File: src/rtl/uart_pkg.sv
// ============================================================================
// Module : uart_pkg
// Brief  : Shared types and constants for the parametrised UART receiver.
// Rev    : 1.0  initial release
// ============================================================================
`default_nettype none

package uart_pkg;

  typedef enum logic [2:0] {
    IDLE       = 3'd0,
    START      = 3'd1,
    DATA       = 3'd2,
    PARITY     = 3'd3,
    STOP       = 3'd4,
    BREAK_WAIT = 3'd5
  } uart_state_e;

  localparam int DEFAULT_CLKS_PER_BIT = 40;

  localparam logic PAR_EVEN = 1'b0;
  localparam logic PAR_ODD  = 1'b1;

  function automatic logic maj3(input logic a, input logic b, input logic c);
    return (a & b) | (a & c) | (b & c);
  endfunction

endpackage

`default_nettype wire

File: src/rtl/uart_sync2.sv
// ============================================================================
// Module : uart_sync2
// Brief  : Two-flop synchroniser for an idle-high asynchronous input.
// Rev    : 1.0  initial release
// ============================================================================
`default_nettype none

module uart_sync2 (
  input  logic clk,
  input  logic reset,
  input  logic d,
  output logic q
);

  logic r_meta;
  logic r_sync;

  always_ff @(posedge clk or posedge reset) begin
    if (reset) begin
      r_meta <= 1'b1;
      r_sync <= 1'b1;
    end else begin
      r_meta <= d;
      r_sync <= r_meta;
    end
  end

  assign q = r_sync;

endmodule

`default_nettype wire

File: src/rtl/uart_rx_param.sv
// ============================================================================
// Module : uart_rx_param
// Brief  : Parametrised UART receiver (5..9 data bits, optional parity,
//          1 or 2 stop bits) with parity/framing error reporting.
//          Define UART_RX_MAJORITY_EN for 2-of-3 majority bit sampling.
// Rev    : 1.0  initial release
// ============================================================================
`default_nettype none

module uart_rx_param
  import uart_pkg::*;
#(
  parameter int CLKS_PER_BIT = DEFAULT_CLKS_PER_BIT,
  parameter int DATA_BITS    = 8,
  parameter int PARITY_EN    = 0,
  parameter int PARITY_ODD   = 0,
  parameter int STOP_BITS    = 1
) (
  input  logic                 clk,
  input  logic                 reset,
  input  logic                 Rx,
  output logic                 Rx_done_tick,
  output logic [DATA_BITS-1:0] dout,
  output logic                 parity_err,
  output logic                 frame_err
);

  localparam int c_cnt_w = $clog2(CLKS_PER_BIT);
  localparam int c_idx_w = $clog2(DATA_BITS);

  localparam logic [c_cnt_w-1:0] c_cnt_half  = c_cnt_w'((CLKS_PER_BIT - 1) / 2);
  localparam logic [c_cnt_w-1:0] c_cnt_last  = c_cnt_w'(CLKS_PER_BIT - 1);
  localparam logic [c_idx_w-1:0] c_idx_last  = c_idx_w'(DATA_BITS - 1);
  localparam logic               c_stop_last = 1'(STOP_BITS - 1);
  localparam logic               c_par_mode  = (PARITY_ODD != 0) ? PAR_ODD : PAR_EVEN;

  localparam logic [2:0] c_st_idle   = IDLE;
  localparam logic [2:0] c_st_start  = START;
  localparam logic [2:0] c_st_data   = DATA;
  localparam logic [2:0] c_st_parity = PARITY;
  localparam logic [2:0] c_st_stop   = STOP;
  localparam logic [2:0] c_st_break  = BREAK_WAIT;

  logic                 w_rx;
  logic                 w_sample_now;
  logic                 w_bit;
  logic                 w_sampling;
  logic [2:0]           r_state;
  logic [c_cnt_w-1:0]   r_cnt;
  logic [c_idx_w-1:0]   r_idx;
  logic                 r_stop_idx;
  logic [DATA_BITS-1:0] r_shreg;
  logic                 r_par_pend;
  logic                 r_frame_pend;

  uart_sync2 u_sync (
    .clk   (clk),
    .reset (reset),
    .d     (Rx),
    .q     (w_rx)
  );

  assign w_sampling = (r_state == c_st_data) || (r_state == c_st_parity) ||
                      (r_state == c_st_stop);

`ifdef UART_RX_MAJORITY_EN
  localparam logic [c_cnt_w-1:0] c_cnt_prev = c_cnt_w'(CLKS_PER_BIT - 2);

  logic r_maj_a;
  logic r_maj_b;
  logic r_vote_pend;

  // Third vote is the live sample one cycle after the nominal centre.
  always_ff @(posedge clk or posedge reset) begin
    if (reset) begin
      r_maj_a     <= 1'b1;
      r_maj_b     <= 1'b1;
      r_vote_pend <= 1'b0;
    end else begin
      if (r_cnt == c_cnt_prev) r_maj_a <= w_rx;
      if (r_cnt == c_cnt_last) r_maj_b <= w_rx;
      r_vote_pend <= w_sampling && (r_cnt == c_cnt_last) && !r_vote_pend;
    end
  end

  assign w_sample_now = r_vote_pend;
  assign w_bit        = maj3(r_maj_a, r_maj_b, w_rx);
`else
  assign w_sample_now = (r_cnt == c_cnt_last);
  assign w_bit        = w_rx;
`endif

  always_ff @(posedge clk or posedge reset) begin
    if (reset) begin
      r_state      <= c_st_idle;
      r_cnt        <= '0;
      r_idx        <= '0;
      r_stop_idx   <= 1'b0;
      r_shreg      <= '0;
      r_par_pend   <= 1'b0;
      r_frame_pend <= 1'b0;
      Rx_done_tick <= 1'b0;
      dout         <= '0;
      parity_err   <= 1'b0;
      frame_err    <= 1'b0;
    end else begin
      Rx_done_tick <= 1'b0;
      case (r_state)
        c_st_idle: begin
          r_cnt      <= '0;
          r_idx      <= '0;
          r_stop_idx <= 1'b0;
          if (!w_rx) r_state <= c_st_start;
        end
        c_st_start: begin
          if (r_cnt == c_cnt_half) begin
            r_cnt <= '0;
            if (!w_rx) begin
              r_state      <= c_st_data;
              r_shreg      <= '0;
              r_idx        <= '0;
              r_par_pend   <= 1'b0;
              r_frame_pend <= 1'b0;
            end else begin
              r_state <= c_st_idle;
            end
          end else begin
            r_cnt <= r_cnt + c_cnt_w'(1);
          end
        end
        c_st_data: begin
          if (w_sample_now) begin
            r_cnt          <= '0;
            r_shreg[r_idx] <= w_bit;
            if (r_idx == c_idx_last) begin
              r_idx      <= '0;
              r_stop_idx <= 1'b0;
              r_state    <= (PARITY_EN != 0) ? c_st_parity : c_st_stop;
            end else begin
              r_idx <= r_idx + c_idx_w'(1);
            end
          end else begin
            r_cnt <= r_cnt + c_cnt_w'(1);
          end
        end
        c_st_parity: begin
          if (w_sample_now) begin
            r_cnt      <= '0;
            r_par_pend <= w_bit ^ (^r_shreg) ^ c_par_mode;
            r_state    <= c_st_stop;
          end else begin
            r_cnt <= r_cnt + c_cnt_w'(1);
          end
        end
        c_st_stop: begin
          if (w_sample_now) begin
            r_cnt <= '0;
            if (r_stop_idx == c_stop_last) begin
              Rx_done_tick <= 1'b1;
              dout         <= r_shreg;
              parity_err   <= (PARITY_EN != 0) ? r_par_pend : 1'b0;
              frame_err    <= r_frame_pend | ~w_bit;
              // A low stop bit usually means a break; wait for the line to idle.
              r_state      <= (r_frame_pend | ~w_bit) ? c_st_break : c_st_idle;
            end else begin
              r_stop_idx   <= r_stop_idx + 1'b1;
              r_frame_pend <= r_frame_pend | ~w_bit;
            end
          end else begin
            r_cnt <= r_cnt + c_cnt_w'(1);
          end
        end
        c_st_break: begin
          r_cnt <= '0;
          if (w_rx) r_state <= c_st_idle;
        end
        default: begin
          r_state <= c_st_idle;
          r_cnt   <= '0;
        end
      endcase
    end
  end

endmodule

`default_nettype wire

File: config.mk
export PLATFORM = sky130hd
export DESIGN_NAME = uart_rx_param
export DESIGN_NICKNAME = d
export VERILOG_FILES = /design/src/rtl/uart_pkg.sv /design/src/rtl/uart_sync2.sv /design/src/rtl/uart_rx_param.sv
export SDC_FILE = /design/constraint.sdc
export NUM_CORES = 1
export LEC_CHECK = 0
export BUFFER_PORTS_ARGS = -buffer_cell sky130_fd_sc_hd__buf_2
export CAP_MARGIN = 20
export CORE_MARGIN = 1
export CORE_UTILIZATION = 40
export DETAILED_ROUTE_END_ITERATION = 8
export GPL_ROUTABILITY_DRIVEN = 0
export SLEW_MARGIN = 20
export SYNTH_ARGS = -nofsm -noshare
export SYNTH_HDL_FRONTEND = slang
export SYNTH_HIERARCHICAL = 1
export SYNTH_SLANG_ARGS = --single-unit
export TNS_END_PERCENT = 50
File: constraint.sdc
create_clock -name clk -period 3.5 [get_ports clk]
set_input_delay 0.7 -clock clk [delete_from_list [all_inputs] [get_ports clk]]
set_output_delay 0.7 -clock clk [all_outputs]
set_load 0.005 [all_outputs]
### Word-level counts from Yosys, hierarchy flattened

Index checks and enable logic that the tools add are counted.
Widths: inputs -> output; s select.

* output and inout port bits: 11
* input port bits: 3
* register bits: 34

* magnitude comparators: 2
* add/subtract/negate cells: 3
* eq/ne operators: 18
* bitwise logic cells: 3
* reductions and logical operators: 13
* mux-type cells: 39

Operators with widths (count)
* $mux 3: 13
* $mux 8: 3
* $pmux 3 s6: 1
* $ne 2x2->1 const B: 8
* $pmux 8 s2: 1
* $mux 1: 12
* $mux 6: 2
* $pmux 6 s2: 1
* $reduce_and 4->1: 3
* $eq 3x3->1 const B: 3
* $pmux 3 s3: 1
* $bwmux 8: 1
* $reduce_and 8->1: 1
* $add 6x1->6 const B: 1
* $eq 3x2->1 const B: 2
* $eq 6x5->1 const B: 1
* $eq 6x6->1 const B: 1
* $reduce_bool 3->1: 2
* $reduce_and 5->1: 1
* $lt 3x4->1 const B: 1
* $ne 2x1->1 const B: 2
* $reduce_bool 2->1: 2
* $add 3x1->3 const B: 1
* $demux 1 s3: 1
* 12 further kinds: 13

### Longest topological paths before layout

Gate-level depths: netlist (run 1).

* word-level depth: 7
* gate-level depth with buffers: 7
* gate-level depth less buffers: 5

### Modules after synthesis

The synthesis (run 1) kept the hierarchy.

Modules (own cells, without submodules)
* uart_rx_param: seq. area each 775.7 um^2, instances 1, area each 1611.5 um^2, cells each 142
* uart_sync2: seq. area each 52.6 um^2, instances 1, area each 56.3 um^2, cells each 3

### Least setup slack after synthesis (run 1)

No wires, ideal clock.

* kind: register to register
* start: reg r_cnt[0]
* end: reg r_shreg[7]
* stages on the path, launching flop included: 8
* period minus slack after synthesis: 1719 ps
* library setup time: 124 ps
* slack: 1781 ps
* arrival time: 1595 ps
* cell sequence: dfrtp_1 -> ha_1 -> and2_1 -> clkbuf_2 -> and4_1 -> buf_2 -> and4_1 -> a211o_1

* word-level cells in the longest chain between the ends: 3
* elaborated cells on any way between the ends: 5
* those cells by class: eq/ne: 4; reduce/logical: 1

Ends and longest elaborated chain
* start: declaration: line uart_rx_param.sv:49 `logic [c_cnt_w-1:0] r_cnt;`
* start signal: assignment: line uart_rx_param.sv:128 `r_cnt <= r_cnt + c_cnt_w'(1);`
* start signal: assignment: line uart_rx_param.sv:143 `r_cnt <= r_cnt + c_cnt_w'(1);`
* start signal: assignment: line uart_rx_param.sv:152 `r_cnt <= r_cnt + c_cnt_w'(1);`
* $eq 6x5->1 or $eq 6x6->1 (tied branches): line uart_rx_param.sv:116, uart_rx_param.sv:89
* $ne 2x2->1 (no source line)
* $reduce_and 4->1 (no source line) (*)
* end signal: indexed assignment: line uart_rx_param.sv:134 `r_shreg[r_idx] <= w_bit;`
* end: declaration: line uart_rx_param.sv:52 `logic [DATA_BITS-1:0] r_shreg;`

Every way passes the cells marked *; elsewhere a longest branch is shown, timed or not.
A chain may end at the register's enable or synchronous reset.

### Final worst setup path (run 1)

* start: reg r_state[2]
* end: reg dout[7]

* word-level cells in the longest chain between the ends: 2

Ends and longest elaborated chain
* start: declaration: line uart_rx_param.sv:48 `logic [2:0] r_state;`
* start signal: assignment: line uart_rx_param.sv:95 `r_state <= c_st_idle;`
* start signal: assignment: line uart_rx_param.sv:113 `if (!w_rx) r_state <= c_st_start;`
* start signal: assignment: line uart_rx_param.sv:119 `r_state <= c_st_data;`
* $eq 3x3->1: line uart_rx_param.sv:108 `case (r_state)`
* $reduce_and 3->1 (no source line)
* end signal: assignment: line uart_rx_param.sv:160 `dout <= r_shreg;`
* end: declaration: line uart_rx_param.sv:23 `output logic [DATA_BITS-1:0] dout,`

No other way between the ends.

==> flow_metrics.py, run 1 <==
metrics = {
    "yosys": {
        "syn_nets": 151,
        "syn_inst": 145,
        "synth.largest_area_cell": "dfrtp_1",
        "synthArstFlopShare_pct": 100,
        "yosys-top-cells-area": "dfrtp_1, mux2_2, dfstp_2, a221o_1, nor2_1",
        "ys_seq_area_share_pct": 49.7,
        "synth_top_area_share_pct": 46.5,
        "synthFlopType": "dfrtp_1",
        "synth.avg_cell_area_sq_um": 11.5,
        "yosysWarnings": 6,
        "synth_cell_type_count": 48,
        "synth_seq_cells": 33,
        "synth_edf_count": 0,
        "synth_area_sq_mm": 0.00167,
    },
    "placement": {
        "place_hpwl_microns": 2150,
        "place_area_sq_mm": 0.00176,
        "port_buffers": 12,
        "placed_cells": 199,
        "post-place-ws_ns": 1.65,
    },
    "sta": {
        "hold_ws_ns": 0.355,
        "setup_violations": 0,
        "finalHoldViolCount": 0,
        "fin_crit_sh_pct": 52.8,
        "fin_skew_ns": 0.00520,
        "rsz0062_at_grt": "false",
        "timing.fmax_ghz": 0.541,
        "slew_violations": 0,
        "tightest_slew_ns": 0.507,
        "fin_setup_tns_ns": 0,
        "slew_headroom_pct": 66.2,
        "fin_ws_ns": 1.65,
        "period_needed_ns": 1.85,
    },
    "detailed_routing": {
        "wirelength_microns": 3100,
        "routed_via_density": 5.57,
        "ant_nets": 0,
        "dr.first_iter.drc_count": 75,
        "vias": 1154,
        "first_pass_iters": 4,
        "drc_errors": 0,
        "routedWlPerCell_microns": 15.0,
    },
    "cells_and_area": {
        "diodes": 0,
        "design_area_sq_mm": 0.00185,
        "finalCoreUtilization_pct": 46.1,
        "drive_gt1_share_pct": 24.8,
        "nets": 162,
        "n_fill_cell": 364,
        "instances_no_fill": 207,
        "syn2layout_area_growth_pct": 10.7,
    },
    "hold_path": {
        "hold_path_class": "flip-flop to flip-flop",
    },
    "clock_tree": {
        "cts_buffer_depth": 2,
        "cts_tree": "yes",
        "path_clk_slew_ns": 0.06,
        "htreeDepth": 2,
        "hold_buffers": 0,
        "cts_resized": 0,
        "clk_latency_ns": 0.28,
        "clk_root_buffer_cell": "clkbuf_8",
        "clock-sinks": 33,
        "cts_setup_buffers": 0,
        "cts_buffers": 5,
    },
    "floorplan": {
        "fp.dieH_microns": 66.6,
        "placeableCoreArea_sq_mm": 0.00400,
        "io_pins": 14,
        "die_area_sq_mm": 0.00443,
        "die_x_microns": 66.6,
        "start_util_pct": 41.7,
        "std_cell_rows": 23,
    },
    "critical_path": {
        "crit_fanout": 16,
        "required_ns": 3.67,
        "path_class": "flip-flop to flip-flop",
        "cp-end-kind": "flip-flop",
        "crit_arrival_ns": 2.02,
        "worstSetupStartpointType": "flip-flop",
    },
    "global_routing": {
        "grt_pass1_wl_microns": 5640,
        "grt_pass1_vias": 1152,
        "grt_max_degree": 32,
        "antenna_found_initial": 0,
        "track_usage_pct": 17.5,
        "grt_overflow": 0,
    },
    "power_and_ir_drop": {
        "power_uw": 831,
        "max-vdd-ir-drop_uv": 206,
        "leakagePower_nw": 0.916,
        "power_density_mw_per_mm2": 450,
    },
    "run_status": {
        "status": "complete, no violations",
    },
    "job": {
        "maxCapViolCount": 0,
    },
}
[cell families (layout without fill, tap and decap cells)]
kind of cell / count (synthesis) / in the layout / synth area share (%)
XOR/XNOR: 4 / 4 / 2.10
other: 1 / 1 / 0.225
AO/OA/AOI/OAI: 32 / 32 / 16.1
AND/OR/NAND/NOR: 46 / 46 / 17.7
multiplexers: 13 / 13 / 8.55
flip-flops: 33 / 33 / 49.7
buffers and inverters: 13 / 25 / 3.45
adder cells (fa/ha/maj): 3 / 3 / 2.25
[critical path: stages (launching register included)]
cell      delay (ns)
dfrtp_1         0.66
nand2b_1        0.19
nor2_1          0.24
nand3_2         0.28
mux2_2          0.36
[final cells by class]
class	count	area, sq um	share of cell area, %
well taps	50	62.6	3.39
flip-flops and latches	33	828	44.9
multi-input cells	99	782	42.4
inverters	4	15.0	0.814
repair buffers	13	67.6	3.66
clock buffers	8	90.1	4.88
[cells in the mapped netlist (all sizes together), types with 2 or more instances]
| cell type | instances |
|---|---|
| nor3 | 3 |
| o311a | 2 |
| dfrtp | 31 |
| dfstp | 2 |
| nand2 | 8 |
| inv | 4 |
| mux2i | 3 |
| a21oi | 7 |
| a21o | 4 |
| a32o | 2 |
| nand2b | 3 |
| ha | 3 |
| nand3 | 2 |
| clkbuf | 5 |
| a31oi | 2 |
| o21ai | 3 |
| buf | 4 |
| a221o | 5 |
| nor4b | 2 |
| mux2 | 10 |
| nor2 | 12 |
| and3 | 2 |
| and4 | 2 |
| nor3b | 5 |
| xor2 | 2 |
| xnor2 | 2 |
[report_power, final]
group,leakage [nW],internal (mW),switching [mW]
sequential,0.445,0.405,0.0404
combinational,0.426,0.0437,0.0501
clock,0.0455,0.160,0.132
total,0.916,0.609,0.222
[layout by cell type (no fill, tap or decap), types with 2 or more instances in the layout]
cell type | netlist | layout
a21o_1 | 4 | 4
a21oi_1 | 7 | 7
a221o_1 | 5 | 5
a31oi_1 | 2 | 2
a32o_1 | 2 | 2
and3_1 | 2 | 2
and4_1 | 2 | 2
buf_2 | 3 | 12
clkbuf_1 | 4 | 2
clkbuf_8 | 0 | 6
dfrtp_1 | 31 | 31
dfstp_2 | 2 | 2
ha_1 | 3 | 3
inv_1 | 4 | 4
mux2_2 | 9 | 9
mux2i_1 | 3 | 3
nand2_1 | 7 | 7
nand2b_1 | 3 | 3
nor2_1 | 12 | 12
nor3_1 | 3 | 3
nor3b_1 | 3 | 3
nor3b_2 | 2 | 2
o21ai_0 | 3 | 3
o311a_1 | 2 | 2
xnor2_1 | 2 | 2
xor2_1 | 2 | 2
[path summary, 6_finish.rpt]
kind	to	slack [ns]	from	cells after the start
max in group asynchronous	r_idx[2]	2.73	reset	3
min reg2reg	u_sync/q	0.36	u_sync/r_meta	0
max	dout[7]	1.65	r_state[2]	4
min in group asynchronous	u_sync/r_meta	0.43	reset	2
max reg2reg	dout[7]	1.65	r_state[2]	4
min	u_sync/q	0.36	u_sync/r_meta	0
[routing by layer]
layer | vias to the layer above | part of all wire (%) | GRT usage (%)
li1 | 552 | - | -
met1 | 575 | 44 | 21.4
met2 | 21 | 50 | 27.8
met3 | 6 | 3.6 | 5.14
met4 | 0 | 2.1 | 8.78
met5 | - | 0 | 0
[flip-flops by register name (all words and copies together), names as in the netlist, 3 cells and up]
name / cells
r_cnt: 6
dout: 8
r_idx: 3
r_shreg: 8
r_state: 3
Power figures use the tool's default switching activity.
==> run 2, diff against run 1 <==
==> constraint.sdc (replaced) <==
create_clock -name clk -period 1.7 [get_ports clk]
set_input_delay 0.34 -clock clk [delete_from_list [all_inputs] [get_ports clk]]
set_output_delay 0.34 -clock clk [all_outputs]
set_load 0.005 [all_outputs]
==> run 2 against run 1 <==
Against the previous run: flip-flop and latch count unchanged; clock power rose to 3.0 times the previous value; non-clock buffer count up 21; clock skew rose by 0.0026 ns; sequential share of layout area shrank 5.1 points; sequential power is 100% higher; critical endpoint is now r_idx[0]; largest cell class unchanged; largest power group unchanged; highest routed layer unchanged.
==> flow_metrics.py, run 2 (same netlist as run 1, synthesis figures left out) <==
metrics = {
    "sta": {
        "fin_crit_sh_pct": 98.9,
        "fin_skew_ns": 0.00785,
        "timing.fmax_ghz": 0.595,
        "rsz0062_at_grt": "true",
        "setup_violations": 0,
        "slew_violations": 0,
        "fin_setup_tns_ns": 0,
        "period_needed_ns": 1.68,
        "finalHoldViolCount": 0,
    },
    "power_and_ir_drop": {
        "leakagePower_nw": 1.05,
        "power_density_mw_per_mm2": 990,
        "max-vdd-ir-drop_uv": 583,
    },
    "detailed_routing": {
        "wirelength_microns": 3290,
        "routedWlPerCell_microns": 14.4,
        "drc_errors": 0,
        "routed_via_density": 5.36,
        "dr.first_iter.drc_count": 36,
        "first_pass_iters": 4,
        "vias": 1223,
        "ant_nets": 0,
    },
    "floorplan": {
        "fp.dieH_microns": 66.6,
        "io_pins": 14,
        "placeableCoreArea_sq_mm": 0.00400,
        "std_cell_rows": 23,
        "die_area_sq_mm": 0.00443,
        "start_util_pct": 41.7,
        "die_x_microns": 66.6,
    },
    "clock_tree": {
        "path_clk_slew_ns": 0.07,
        "cts_buffer_depth": 2,
        "clk_latency_ns": 0.29,
        "cts_tree": "yes",
        "clk_root_buffer_cell": "clkbuf_8",
        "cts_buffers": 5,
        "htreeDepth": 2,
        "clock-sinks": 33,
    },
    "global_routing": {
        "antenna_found_initial": 0,
        "grt-busiest-layer": "met2",
        "gr-usage-met1_pct": 20.3,
        "grt_max_degree": 32,
        "globalRouteMet2Util_pct": 28.2,
        "track_usage_pct": 17.0,
        "grt_pass1_vias": 1202,
        "grt_overflow": 0,
        "grt_use_met3_pct": 3.60,
        "grt_pass1_wl_microns": 5510,
    },
    "critical_path": {
        "required_ns": 1.87,
        "cp-end-kind": "flip-flop",
        "crit_arrival_ns": 1.85,
        "worstPathCellList": "ha_4 -> nor4b_4 -> nand2_1 -> o41ai_4 -> mux2_1",
        "worstSetupStartpointType": "flip-flop",
        "cp_num_buf_inv": 0,
        "crit_fanout": 3,
        "cp_slowest_cell": "dfrtp_1",
        "max_stage_delay_ns": 0.40,
        "path_class": "flip-flop to flip-flop",
        "path_delay_family": "flip-flops",
    },
    "cells_and_area": {
        "nets": 183,
        "drive_gt1_share_pct": 37.6,
        "reg.largest.list": "dout x8, r_shreg x8, r_cnt x6",
        "design_area_sq_mm": 0.00209,
        "syn2layout_area_growth_pct": 25.1,
        "final_common_cell": "dfrtp_1",
        "n_fill_cell": 353,
        "finalCoreUtilization_pct": 52.1,
        "final_cell_mix": "dfrtp_1, buf_4, nor2_1, buf_2, mux2_2",
        "diodes": 0,
    },
    "placement": {
        "port_buffers": 12,
        "place_hpwl_microns": 2340,
        "place_area_sq_mm": 0.00188,
    },
    "hold_path": {
        "hold_path_class": "input port to async pin",
    },
    "job": {
        "maxCapViolCount": 0,
    },
    "run_status": {
        "status": "complete, no violations",
    },
}
## run 2: final cells by class
type / instances / area [sq um] / share of cell area, %
clock buffer: 5 / 68.8 / 3.30
clock inverter: 3 / 65.1 / 3.12
multi-input combinational: 99 / 803 / 38.5
tap: 50 / 62.6 / 3.00
timing repair buffer: 34 / 241 / 11.6
sequential: 33 / 830 / 39.8
inverter: 4 / 15.0 / 0.720
## run 2: stage by stage
step / setup WS [ns] / instances / total power [mW] / hold WS, ns
2_1_floorplan: 0.0165 / 145 / 1.08 / 0.252
3_3_place_gp: 0.0111 / 214 / 1.14 / 0.349
3_5_place_dp: -0.0404 / 214 / 1.15 / 0.351
4_1_cts: -0.00802 / 227 / 2.05 / 0.0713
5_1_grt: -0.111 / 228 / 2.16 / 0.0811
6_report: 0.0181 / 228 / 2.07 / 0.0735
## run 2: path summary, 6_finish.rpt
path / from / end / slack (ns) / cells after the start
min: reset / u_sync/q / 0.07 / 2
max in group asynchronous: reset / r_cnt[3] / 1.25 / 3
min reg2reg: u_sync/r_meta / u_sync/q / 0.36 / 0
max reg2reg: r_cnt[1] / r_idx[0] / 0.02 / 5
min in group clk: Rx / u_sync/r_meta / 0.14 / 1
max: r_cnt[1] / r_idx[0] / 0.02 / 5
## run 2: routing by layer
layer	up-vias	wire length [microns]
li1	597	-
met1	610	1490
met2	9	1670
met3	7	60
met4	0	72
met5	-	0
## run 2: timing repair
item	CTS	global route
hold buffers	0	0
resized for setup	2	4
setup buffers	5	1
pin swaps	7	1
endpoints found under the setup margin	11	18
## run 2: report_power, final
group | internal, mW | switching, mW | total (mW)
Clock | 0.582 | 0.293 | 0.875
Combinational | 0.150 | 0.129 | 0.278
Sequential | 0.834 | 0.0788 | 0.912
Total | 1.57 | 0.500 | 2.07
